===== config.mk =====
export PLATFORM = sky130hd
export DESIGN_NAME = input_conditioner_flat
export DESIGN_NICKNAME = d
export VERILOG_FILES = /design/src/rtl/input_conditioner_if.sv /design/src/rtl/input_conditioner.sv /design/src/flat_wrapper.sv
export SDC_FILE = /design/constraint.sdc
export NUM_CORES = 1
export LEC_CHECK = 0
export ABC_AREA = 1
export CAP_MARGIN = 20
export CORE_UTILIZATION = 54
export CTS_CLUSTER_SIZE = 14
export DETAILED_ROUTE_END_ITERATION = 6
export PLACE_DENSITY = 0.69
export SYNTH_ARGS = -nofsm -noshare
export SYNTH_HDL_FRONTEND = slang
export SYNTH_SLANG_ARGS = --single-unit
export TNS_END_PERCENT = 5

===== constraint.sdc =====
create_clock -name CLOCK_50 -period 1.9 [get_ports CLOCK_50]
set_input_delay 0.19 -clock CLOCK_50 [delete_from_list [all_inputs] [get_ports CLOCK_50]]
set_output_delay 0.19 -clock CLOCK_50 [all_outputs]
set_load 0.02 [all_outputs]

===== src/rtl/input_conditioner_if.sv =====
// Bus bundle for input_conditioner: raw board inputs in, conditioned levels and strobes out.
// The master side drives raw_in and observes the conditioned outputs; the slave side is the conditioner.
interface input_conditioner_if #(
  parameter int N_CH = 4
);
  logic [N_CH-1:0] raw_in;
  logic [N_CH-1:0] level_out;
  logic [N_CH-1:0] press_pulse;
  logic [N_CH-1:0] release_pulse;
  logic [N_CH-1:0] repeat_pulse;

  modport master (
    output raw_in,
    input  level_out,
    input  press_pulse,
    input  release_pulse,
    input  repeat_pulse
  );

  modport slave (
    input  raw_in,
    output level_out,
    output press_pulse,
    output release_pulse,
    output repeat_pulse
  );
endinterface


===== src/rtl/input_conditioner.sv =====
// Multi-channel input conditioner: per channel a 2-flop synchroniser, polarity normalisation,
// counter debounce, one-cycle press/release strobes and optional held-key auto-repeat.
// Optional feature: define INPUT_CONDITIONER_AUTOREPEAT_EN to build the auto-repeat FSMs;
// without it repeat_pulse is tied low and REPEAT_DELAY/REPEAT_RATE/REP_W are unused.
module input_conditioner #(
  parameter int N_CH         = 4,
  parameter int ACTIVE_LOW   = 1,
  parameter int DEBOUNCE_CYC = 1000000,
  parameter int CNT_W        = 20,
  parameter int REPEAT_DELAY = 12500000,
  parameter int REPEAT_RATE  = 2500000,
  parameter int REP_W        = 24
) (
  input logic              CLOCK_50,
  input logic              reset,
  input_conditioner_if.slave bus
);

  // Inversion mask that maps every channel onto "1 = pressed/active".
  localparam logic [N_CH-1:0] POL_MASK = (ACTIVE_LOW != 0) ? {N_CH{1'b1}} : {N_CH{1'b0}};
  localparam logic [CNT_W-1:0] DEB_LAST = CNT_W'(DEBOUNCE_CYC - 1);

  logic [N_CH-1:0] s1_q;
  logic [N_CH-1:0] s2_q;
  logic [N_CH-1:0] level_vec;
  logic [N_CH-1:0] press_vec;
  logic [N_CH-1:0] release_vec;
  logic [N_CH-1:0] repeat_vec;

  // Two-flop synchroniser on the normalised inputs; reset value is "inactive".
  always_ff @(posedge CLOCK_50) begin
    if (reset) begin
      s1_q <= '0;
      s2_q <= '0;
    end else begin
      s1_q <= bus.raw_in ^ POL_MASK;
      s2_q <= s1_q;
    end
  end

`ifdef INPUT_CONDITIONER_AUTOREPEAT_EN
  typedef enum logic [1:0] {RPT_IDLE, RPT_DELAY, RPT_RATE} rpt_state_t;
  localparam logic [REP_W-1:0] DLY_LAST  = REP_W'(REPEAT_DELAY - 1);
  localparam logic [REP_W-1:0] RATE_LAST = REP_W'(REPEAT_RATE - 1);
`endif

  genvar gi;
  generate
    for (gi = 0; gi < N_CH; gi = gi + 1) begin : g_ch
      logic [CNT_W-1:0] cnt_q, cnt_d;
      logic             level_q, level_d;
      logic             press_q, press_d;
      logic             release_q, release_d;

      // Debounce: count consecutive cycles where the synchronised input disagrees with the level.
      always_comb begin
        cnt_d     = cnt_q;
        level_d   = level_q;
        press_d   = 1'b0;
        release_d = 1'b0;
        if (s2_q[gi] == level_q) begin
          cnt_d = '0;
        end else if (cnt_q == DEB_LAST) begin
          cnt_d     = '0;
          level_d   = s2_q[gi];
          press_d   = s2_q[gi];
          release_d = ~s2_q[gi];
        end else begin
          cnt_d = cnt_q + 1'b1;
        end
      end

      // Debounce state and edge strobes; strobes change on the same edge as the level.
      always_ff @(posedge CLOCK_50) begin
        if (reset) begin
          cnt_q     <= '0;
          level_q   <= 1'b0;
          press_q   <= 1'b0;
          release_q <= 1'b0;
        end else begin
          cnt_q     <= cnt_d;
          level_q   <= level_d;
          press_q   <= press_d;
          release_q <= release_d;
        end
      end

      assign level_vec[gi]   = level_q;
      assign press_vec[gi]   = press_q;
      assign release_vec[gi] = release_q;

`ifdef INPUT_CONDITIONER_AUTOREPEAT_EN
      rpt_state_t       state_q, state_d;
      logic [REP_W-1:0] rcnt_q, rcnt_d;
      logic             rep_q, rep_d;

      // Auto-repeat next state: press arms the initial delay, release cancels, otherwise count.
      always_comb begin
        state_d = state_q;
        rcnt_d  = rcnt_q;
        rep_d   = 1'b0;
        if (press_d) begin
          state_d = RPT_DELAY;
          rcnt_d  = '0;
        end else if (release_d) begin
          state_d = RPT_IDLE;
          rcnt_d  = '0;
        end else begin
          case (state_q)
            RPT_DELAY: begin
              if (rcnt_q == DLY_LAST) begin
                rep_d   = 1'b1;
                rcnt_d  = '0;
                state_d = RPT_RATE;
              end else begin
                rcnt_d = rcnt_q + 1'b1;
              end
            end
            RPT_RATE: begin
              if (rcnt_q == RATE_LAST) begin
                rep_d  = 1'b1;
                rcnt_d = '0;
              end else begin
                rcnt_d = rcnt_q + 1'b1;
              end
            end
            default: rcnt_d = '0;
          endcase
        end
      end

      // Auto-repeat state register; reset discards any in-flight repeat count.
      always_ff @(posedge CLOCK_50) begin
        if (reset) begin
          state_q <= RPT_IDLE;
          rcnt_q  <= '0;
          rep_q   <= 1'b0;
        end else begin
          state_q <= state_d;
          rcnt_q  <= rcnt_d;
          rep_q   <= rep_d;
        end
      end

      assign repeat_vec[gi] = rep_q;
`else
      assign repeat_vec[gi] = 1'b0;
`endif
    end
  endgenerate

  assign bus.level_out     = level_vec;
  assign bus.press_pulse   = press_vec;
  assign bus.release_pulse = release_vec;
  assign bus.repeat_pulse  = repeat_vec;

endmodule

===== src/flat_wrapper.sv =====
// flat-port wrapper written by rule: the top's interface ports become plain ports
module input_conditioner_flat 
#(
  parameter int N_CH         = 4,
  parameter int ACTIVE_LOW   = 1,
  parameter int DEBOUNCE_CYC = 1000000,
  parameter int CNT_W        = 20,
  parameter int REPEAT_DELAY = 12500000,
  parameter int REPEAT_RATE  = 2500000,
  parameter int REP_W        = 24
)
  (CLOCK_50, reset, bus_raw_in, bus_level_out, bus_press_pulse, bus_release_pulse, bus_repeat_pulse);
  input_conditioner_if #(.N_CH(N_CH)) bus_i ();
  input logic CLOCK_50;
  input logic reset;
  input wire logic [$bits(bus_i.raw_in)-1:0] bus_raw_in;
  output wire logic [$bits(bus_i.level_out)-1:0] bus_level_out;
  output wire logic [$bits(bus_i.press_pulse)-1:0] bus_press_pulse;
  output wire logic [$bits(bus_i.release_pulse)-1:0] bus_release_pulse;
  output wire logic [$bits(bus_i.repeat_pulse)-1:0] bus_repeat_pulse;
  assign bus_i.raw_in = bus_raw_in;
  assign bus_level_out = bus_i.level_out;
  assign bus_press_pulse = bus_i.press_pulse;
  assign bus_release_pulse = bus_i.release_pulse;
  assign bus_repeat_pulse = bus_i.repeat_pulse;
  input_conditioner #(.N_CH(N_CH), .ACTIVE_LOW(ACTIVE_LOW), .DEBOUNCE_CYC(DEBOUNCE_CYC), .CNT_W(CNT_W), .REPEAT_DELAY(REPEAT_DELAY), .REPEAT_RATE(REPEAT_RATE), .REP_W(REP_W)) u_core (.CLOCK_50(CLOCK_50), .reset(reset), .bus(bus_i));
endmodule

==> summary.md, run 1 <==
| Metric | Value |
|---|---|
| Filler cell count in the final layout | 856 |
| Largest net degree at the start of global routing | 21 |
| Run status | completed |
| Data arrival time at the worst-slack endpoint | ~1.9 ns |
| Top library cells by usage in the layout, fill and taps aside | sky130_fd_sc_hd__nand2_1 (179), sky130_fd_sc_hd__nor2_1 (172), sky130_fd_sc_hd__dfxtp_1 (100) |
| Initial Util | 56.1% |
| Die Footprint | 9490 um2 |
| Antenna cells | 0 |
| Uppermost metal layer occupied by signal nets | met4 |
| Routed met1 length | 4.76 mm |
| Proportion of layout cells with a drive suffix above 1 | between 6 and 7% |
| Die W | 97.4 um |
| Period minus WS final | 1.64 ns |
| Classification of the worst-slack hold path | in2reg |
| First-pass GRT wire length | 16.4 mm |
| Portion of the clock cycle consumed by the worst path in the final layout | about 86% |
| Dominant cells by area after synthesis | sky130_fd_sc_hd__dfxtp_1 (41%), sky130_fd_sc_hd__nand2_1 (14%), sky130_fd_sc_hd__nor2_1 (13%), sky130_fd_sc_hd__inv_1 (5.8%), sky130_fd_sc_hd__nand3_1 (4.5%) |
| Number of global-route vias before repair | 3845 |
| Synthesized cell area | slightly below 5000 um2 |
| Clock slew at the register clock pins of the worst setup and hold paths | 0.09 ns |
| Peak ir drop on the vdd network | 0.000329 V |
| Static power due to leakage | 1.69 nW |
| Final routed DRC violation total | 0 |
| Most common library cell in the layout ignoring fill and taps | sky130_fd_sc_hd__nand2_1 |
| CP Class | reg2reg |
| Slew Limit Headroom | about 64% |
| Wirelength per Cell | 10.9 um |
| Sequential cell area fraction in the yosys report | 40.7% |
| Power density over the cells | 643 nW/um2 |
| Total via count after detailed routing | 4184 |
| Post-detail-place hpwl | 6.80 mm |
| Count of yosys warnings during synthesis | 0 |
| Achievable frequency | 609 MHz |
| Number of DRC violations after detailed-routing iteration 0 | 85 |
| Cells along the critical path | ha_1 > nand3_1 > inv_1 > nand3_1 > o21ai_4 > nor2_1 |
| Drt via density | 4.93 |
| Total I/O pin count | 22 |
| Number of buffers created by CTS | 9 |
| Global-route total usage across every layer | 20.7% |
| Family with the most delay on the worst path | compound AO/OA/AOI/OAI gates |
| Area growth syn-to-layout | 7.58% |
| Total congestion overflow | 0 |
| Required time reported for the critical path endpoint | 2.14 ns |
| Clock latency at the later pin of the worst-skew pair | 0.36 ns |
| Number of failing hold endpoints at the final stage | 0 |
| Site Rows | 34 |
| Met3 WL post-DR | 313 um |
| Placeable core area | 8760 um2 |
| Clock tree from TritonCTS | built |
| Area share of the leading cell type in the synthesized netlist | 40.7% |
| Total Nets Final | between 700 and 800 |
| Endpoints failing setup | 0 |
| RD Place Congestion | ~0.90 |
| Met2 layer wire length in the routed design | 4.07 mm |
| Number of buffers between clock root and the deepest sink | 2 |
| Cell seen most often among critical-path stages | sky130_fd_sc_hd__nand3_1 |
| Clock sink count | 100 |
| Buffers inserted during post-CTS setup optimization | 0 |
| Post-synthesis register bit count | 100 |
| Post-synthesis cell count | about 720 |
| CTS root buf | sky130_fd_sc_hd__clkbuf_8 |
| Post-detailed-route count of antenna-violating nets | 0 |
| Detailed Routing Iterations Pass 1 | 5 |
| Critical path capture point type | register |
| Buf+Inv Stages, Crit Path | 1 |
| Number of max-capacitance violations reported | 0 |
| Maximum fanout along the worst path | 20 |
| Startpoint kind of the worst setup timing path | register |
| Final Skew | 0.00619 ns |
| Synth area leader | sky130_fd_sc_hd__dfxtp_1 |
| Pwr Total | around 0.0034 W |
| Setup repair after global routing missed its margin | false |
| Pins over their slew limit | 0 |
| Initial antenna violation count | 0 |
| Mapped Avg Cell Area | 6.80 um2 |
| Number of input and output port buffers inserted | 17 |
| Detailed-route wire length | 9.29 mm |
| Maximum single-stage delay on the critical path | 0.48 ns |
| Critical-path cell with the highest stage delay | sky130_fd_sc_hd__o21ai_4 |
| Height of the die | 97.4 um |
| Setup TNS Final | 0 ns |
| Number of H-tree levels | 3 |
| Transition time at the pin with the least slew margin | around 0.54 ns |
| Final Hold Slack | 0.343 ns |
| Post-synth cell types | 26 |
## repair_timing
| item | 4_1_cts | 5_1_grt |
|---|---|---|
| endpoints found under the setup margin | 0 | 20 |
| gates resized for setup | 0 | 1 |
| hold endpoints to repair | 0 | 0 |
| hold buffers | 0 | 0 |
## synth_stat cells
library cell and number:
sky130_fd_sc_hd__o21ai_0 6, sky130_fd_sc_hd__ha_1 4, sky130_fd_sc_hd__o21bai_1 3, sky130_fd_sc_hd__conb_1 1, sky130_fd_sc_hd__xor2_1 18, sky130_fd_sc_hd__o21ai_2 1
sky130_fd_sc_hd__inv_1 76, sky130_fd_sc_hd__buf_4 22, sky130_fd_sc_hd__dfxtp_1 100, sky130_fd_sc_hd__nand4_1 8, sky130_fd_sc_hd__nand3_2 5, sky130_fd_sc_hd__buf_6 1
sky130_fd_sc_hd__nand3_1 44, sky130_fd_sc_hd__nor2_1 172, sky130_fd_sc_hd__or2_2 4, sky130_fd_sc_hd__a21oi_1 29, sky130_fd_sc_hd__nor2_4 5, sky130_fd_sc_hd__nor2_2 8
sky130_fd_sc_hd__or2_0 7, sky130_fd_sc_hd__nor3_1 5, sky130_fd_sc_hd__a21oi_2 1, sky130_fd_sc_hd__nand3b_1 1, sky130_fd_sc_hd__clkbuf_1 1, sky130_fd_sc_hd__xnor2_1 16
sky130_fd_sc_hd__nand2_1 179, sky130_fd_sc_hd__nand2_2 6
## layer usage
metal | up-vias | GRT usage [%]
met5 | - | 0
met4 | 0 | 6.67
met3 | 18 | 4.53
met2 | 66 | 33.7
met1 | 1869 | 27.4
li1 | 2231 | -
## logic make-up after synthesis
kind of cell / count (synthesis) / share of synthesized area, %
xor+xnor: 34 / 6.06
fa+ha+maj: 4 / 1.02
simple gates: 444 / 38.3
flops: 100 / 40.7
buf+inv: 100 / 9.47
compound gates: 40 / 4.38
other cells: 1 / 0.0763
## layout make-up
type	count	area, um2	share of cell area [%]
repair buffers	23	228	4.30
well taps	108	135	2.55
clock buffers	13	149	2.81
multi-input cells	526	2470	46.7
inverters	76	285	5.39
clock inverters	3	22.5	0.426
flip-flops and latches	100	2000	37.8
## metrics by stage
step | utilization [%] | std cells | worst slack [ns] | area [um2]
2_1_floorplan | - | 726 | 0.539 | 4930
3_3_place_gp | 58.3 | 833 | 0.132 | 5110
3_5_place_dp | 58.3 | 833 | 0.0672 | 5110
4_1_cts | 60.3 | 849 | 0.0747 | 5280
5_1_grt | 60.4 | 849 | 0.0594 | 5290
6_report | 60.4 | 849 | 0.259 | 5290
## worst reg2reg max path: cells and delay by family (launching register included)
family / cells / cell delay (ns)
and+or+nand+nor: 3 / 0.36
DFF: 1 / 0.36
AOI/OAI and AO/OA: 1 / 0.48
buffers and inverters: 1 / 0.11
adders and majority gates: 1 / 0.19
## report_power, final
| part | switching (W) | internal (W) |
|---|---|---|
| sequential | 0.00000692 | 0.00210 |
| clock | 0.000712 | 0.000514 |
| combinational | 0.0000385 | 0.0000233 |
| total | 0.000758 | 0.00264 |
## flip-flops by register name, summed over array words and instances, names as in the netlist
register,count
u_core.g_ch.cnt_q,80
u_core.g_ch.level_q,4
u_core.g_ch.press_q,4
u_core.g_ch.release_q,4
u_core.s1_q,4
u_core.s2_q,4
## worst paths after layout
| path | from | end | slack (ns) | cells after the start |
|---|---|---|---|---|
| max | u_core.g_ch[0].cnt_q[0] | u_core.g_ch[0].cnt_q[11] | 0.26 | 6 |
| min | bus_raw_in[2] | u_core.s1_q[2] | 0.34 | 2 |
| max reg2reg | u_core.g_ch[0].cnt_q[0] | u_core.g_ch[0].cnt_q[11] | 0.26 | 6 |
| min reg2reg | u_core.s1_q[2] | u_core.s2_q[2] | 0.41 | 2 |
No activity file was read; power rests on OpenSTA's default activity.
==> run 2: changes to the inputs <==
--- a/config.mk
+++ b/config.mk
@@ -7,10 +7,11 @@
 export LEC_CHECK = 0
 export ABC_AREA = 1
 export CAP_MARGIN = 20
-export CORE_UTILIZATION = 54
+export CORE_UTILIZATION = 60
 export CTS_CLUSTER_SIZE = 14
 export DETAILED_ROUTE_END_ITERATION = 6
-export PLACE_DENSITY = 0.69
+export GPL_TIMING_DRIVEN = 0
+export PLACE_DENSITY = 0.76
 export SYNTH_ARGS = -nofsm -noshare
 export SYNTH_HDL_FRONTEND = slang
 export SYNTH_SLANG_ARGS = --single-unit
==> run 2 against run 1 <==
  * Final cell count up 1.4%
  * Flip-flop and latch count unchanged
  * Critical path depth down 4
  * Global-route usage up 3.7 points
  * First-iteration DRC count up 49%
  * Worst hold slack better by 0.041 ns
  * Via count up 2.4%
  * Non-clock buffer count up 18
  * Sequential power about the same
  * Largest cell class unchanged
  * Clock skew up 0.0022 ns
  * Register-to-register slack about the same
  * Combinational power up 11%
==> summary.md, run 2 (synthesis results as in run 1) <==
| Metric | Value |
|---|---|
| End of the worst hold path | u_core.s1_q[2] (unchanged) |
| Clock latency at the later pin of the worst-skew pair | 0.36 ns (about the same) |
| First-pass GRT wire length | 16.9 mm (was 16.4 mm) |
| Post-detailed-route count of antenna-violating nets | 0 (unchanged) |
| Pins over their slew limit | 0 (unchanged) |
| Clock slew at the register clock pins of the worst setup and hold paths | 0.09 ns (about the same) |
| Final Skew | 0.00837 ns (was 0.00619 ns) |
| Period minus WS final | 1.66 ns (was 1.64 ns) |
| Maximum fanout along the worst path | 4 (was 20) |
| Initial antenna violation count | 0 (unchanged) |
| Number of input and output port buffers inserted | 17 (unchanged) |
| Detailed-route wire length | 9.37 mm (was 9.29 mm) |
| Peak ir drop on the vdd network | 0.000461 V (was 0.000329 V) |
| Most common library cell in the layout ignoring fill and taps | sky130_fd_sc_hd__nand2_1 (unchanged) |
| Startpoint of the most critical hold path | bus_raw_in[2] (unchanged) |
| RD Place Congestion | 0.887 (was 0.904) |
| Antenna cells | 0 (unchanged) |
| Startpoint kind of the worst setup timing path | register (unchanged) |
| Largest net degree at the start of global routing | 17 (was 21) |
| Placement Cell Area | 5230 um2 (was 5110 um2) |
| Number of H-tree levels | 3 (unchanged) |
| Top library cells by usage in the layout, fill and taps aside | sky130_fd_sc_hd__nand2_1 (179), sky130_fd_sc_hd__nor2_1 (172), sky130_fd_sc_hd__dfxtp_1 (100) (unchanged) |
| Hold-critical path depth | 2 (unchanged) |
| Drt via density | 4.98 (was 4.93) |
| Worst reg2reg endpoint | u_core.g_ch[3].cnt_q[13] (was u_core.g_ch[0].cnt_q[11]) |
| Portion of the clock cycle consumed by the worst path in the final layout | 87.4% (was 86.4%) |
| Buffers inserted during post-CTS setup optimization | 0 (unchanged) |
| Setup repair after global routing missed its margin | false (unchanged) |
| Clock tree from TritonCTS | built (unchanged) |
| Filler cell count in the final layout | 703 (was 856) |
| Placeable core area | 7810 um2 (was 8760 um2) |
| Total Nets Final | 764 (was 746) |
| Static power due to leakage | 1.79 nW (was 1.69 nW) |
| Total I/O pin count | 22 (unchanged) |
| Final routed DRC violation total | 0 (unchanged) |
| Startpoint of the worst-slack reg-to-reg timing path | u_core.g_ch[3].cnt_q[0] (was u_core.g_ch[0].cnt_q[0]) |
| Total congestion overflow | 0 (unchanged) |
| Required time reported for the critical path endpoint | 1.71 ns (was 2.14 ns) |
| Classification of the worst-slack hold path | in2reg (unchanged) |
| CP Class | reg2out (was reg2reg) |
| Total area of multi-input combinational cells | 2460 um2 (was 2470 um2) |
| Post-cts repair resize count | 0 (unchanged) |
| Global-route total usage across every layer | 24.5% (was 20.7%) |
| Die Footprint | 8560 um2 (was 9490 um2) |
| Number of global-route vias before repair | 4117 (was 3845) |
| Placed Cells | 845 (was 833) |
| Run status | completed (unchanged) |
| Number of max-capacitance violations reported | 0 (unchanged) |
| Number of buffers created by CTS | 9 (unchanged) |
| Number of buffers between clock root and the deepest sink | 2 (unchanged) |
| Height of the die | 92.5 um (was 97.4 um) |
| Critical path capture point type | primary output (was register) |
| Site Rows | 32 (was 34) |
| Final design instance area without fill | 5420 um2 (was 5290 um2) |
| Power density over the cells | 649 nW/um2 (was 643 nW/um2) |
| Setup TNS Final | 0 ns (unchanged) |
| Data arrival time at the worst-slack endpoint | 1.47 ns (was 1.88 ns) |
| Initial Util | 63.0% (was 56.1%) |
| Max FFs per register | 80 (unchanged) |
| Proportion of layout cells with a drive suffix above 1 | 8.96% (was 6.61%) |
| Achievable frequency | 602 MHz (was 609 MHz) |
| Final core occ | 69.4% (was 60.4%) |
| Worst R2R Setup Slack | 0.27 ns (was 0.26 ns) |
| Largest Register | u_core.g_ch.cnt_q (unchanged) |
| Number of failing hold endpoints at the final stage | 0 (unchanged) |
| Wirelength per Cell | 10.9 um (about the same) |
| Non-filler cells in the finished layout | 861 (was 849) |
| Worst-case reg-to-reg path depth | 7 (was 6) |
| Hold-fix buffers, CTS | 0 (unchanged) |
| Post-detail-place hpwl | 6.97 mm (was 6.80 mm) |
| Endpoints failing setup | 0 (unchanged) |
| Total via count after detailed routing | 4284 (was 4184) |
| Die W | 92.5 um (was 97.4 um) |
| Reg area | 2000 um2 (unchanged) |
| Number of DRC violations after detailed-routing iteration 0 | 127 (was 85) |
| CTS root buf | sky130_fd_sc_hd__clkbuf_8 (unchanged) |
| Area growth syn-to-layout | 10.2% (was 7.58%) |
| Clock sink count | 100 (unchanged) |
| Detailed Routing Iterations Pass 1 | 5 (unchanged) |
-- run 2: changes by cell type in the layout (fill, tap and decap cells not counted), sizes merged --
cell and delta:
clkinv +4, clkinvlp -2, buf +17, bufinv +1, clkbuf -2
-- run 2: worst max path at each step --
| stage | from | endpoint | slack [ns] | cells after the start |
|---|---|---|---|---|
| global route | u_core.g_ch[3].cnt_q[0] | u_core.g_ch[3].cnt_q[13] | 0.11 | 7 |
| detailed placement | reset | u_core.g_ch[2].cnt_q[17] | 0.19 | 6 |
| global placement | reset | u_core.g_ch[2].cnt_q[17] | 0.22 | 6 |
| floorplan | u_core.g_ch[3].cnt_q[0] | u_core.g_ch[3].cnt_q[13] | 0.54 | 7 |
| finish | u_core.g_ch[2].level_q | bus_level_out[2] | 0.24 | 2 |
| CTS | u_core.g_ch[2].level_q | bus_level_out[2] | 0.22 | 2 |
-- run 2: final cells by class --
cell class / instances / area share (%)
Clock buffer: 10 / 2.36
Multi-Input combinational cell: 526 / 45.4
Sequential cell: 100 / 36.9
Clock inverter: 6 / 1.20
Timing Repair Buffer: 17 / 3.14
Tap cell: 102 / 2.36
Inverter: 76 / 5.26
Buffer: 24 / 3.32
-- run 2: layer usage --
metal  vias up  track usage (%)  part of all wire [%]
met2        69             43.0                    48
met1      1949             29.6                    48
met5         -                0                     0
li1       2262                -                     -
met4         0             6.90                  0.59
met3         4             5.75                   3.4
-- run 2: worst max-delay path: stages, from the launching register on --
cell	delay [ns]
sky130_fd_sc_hd__dfxtp_1	0.39
sky130_fd_sc_hd__buf_4	0.13
sky130_fd_sc_hd__clkdlybuf4s50_1	0.59
-- run 2: report_power, final --
group          leakage, nW   total, W  switching [W]  internal [W]
Sequential           0.807    0.00211     0.00000744       0.00210
Clock               0.0962    0.00134       0.000726      0.000610
Combinational        0.892  0.0000684      0.0000403     0.0000281
-- run 2: through the flow --
step                      total power (W)  hold WS (ns)  worst slack [ns]
after floorplan                   0.00221         0.257             0.539
after global placement            0.00223         0.389             0.224
after detailed placement          0.00223         0.392             0.191
after CTS                         0.00355         0.357             0.217
after global routing              0.00365         0.375             0.115
final                             0.00352         0.383             0.239
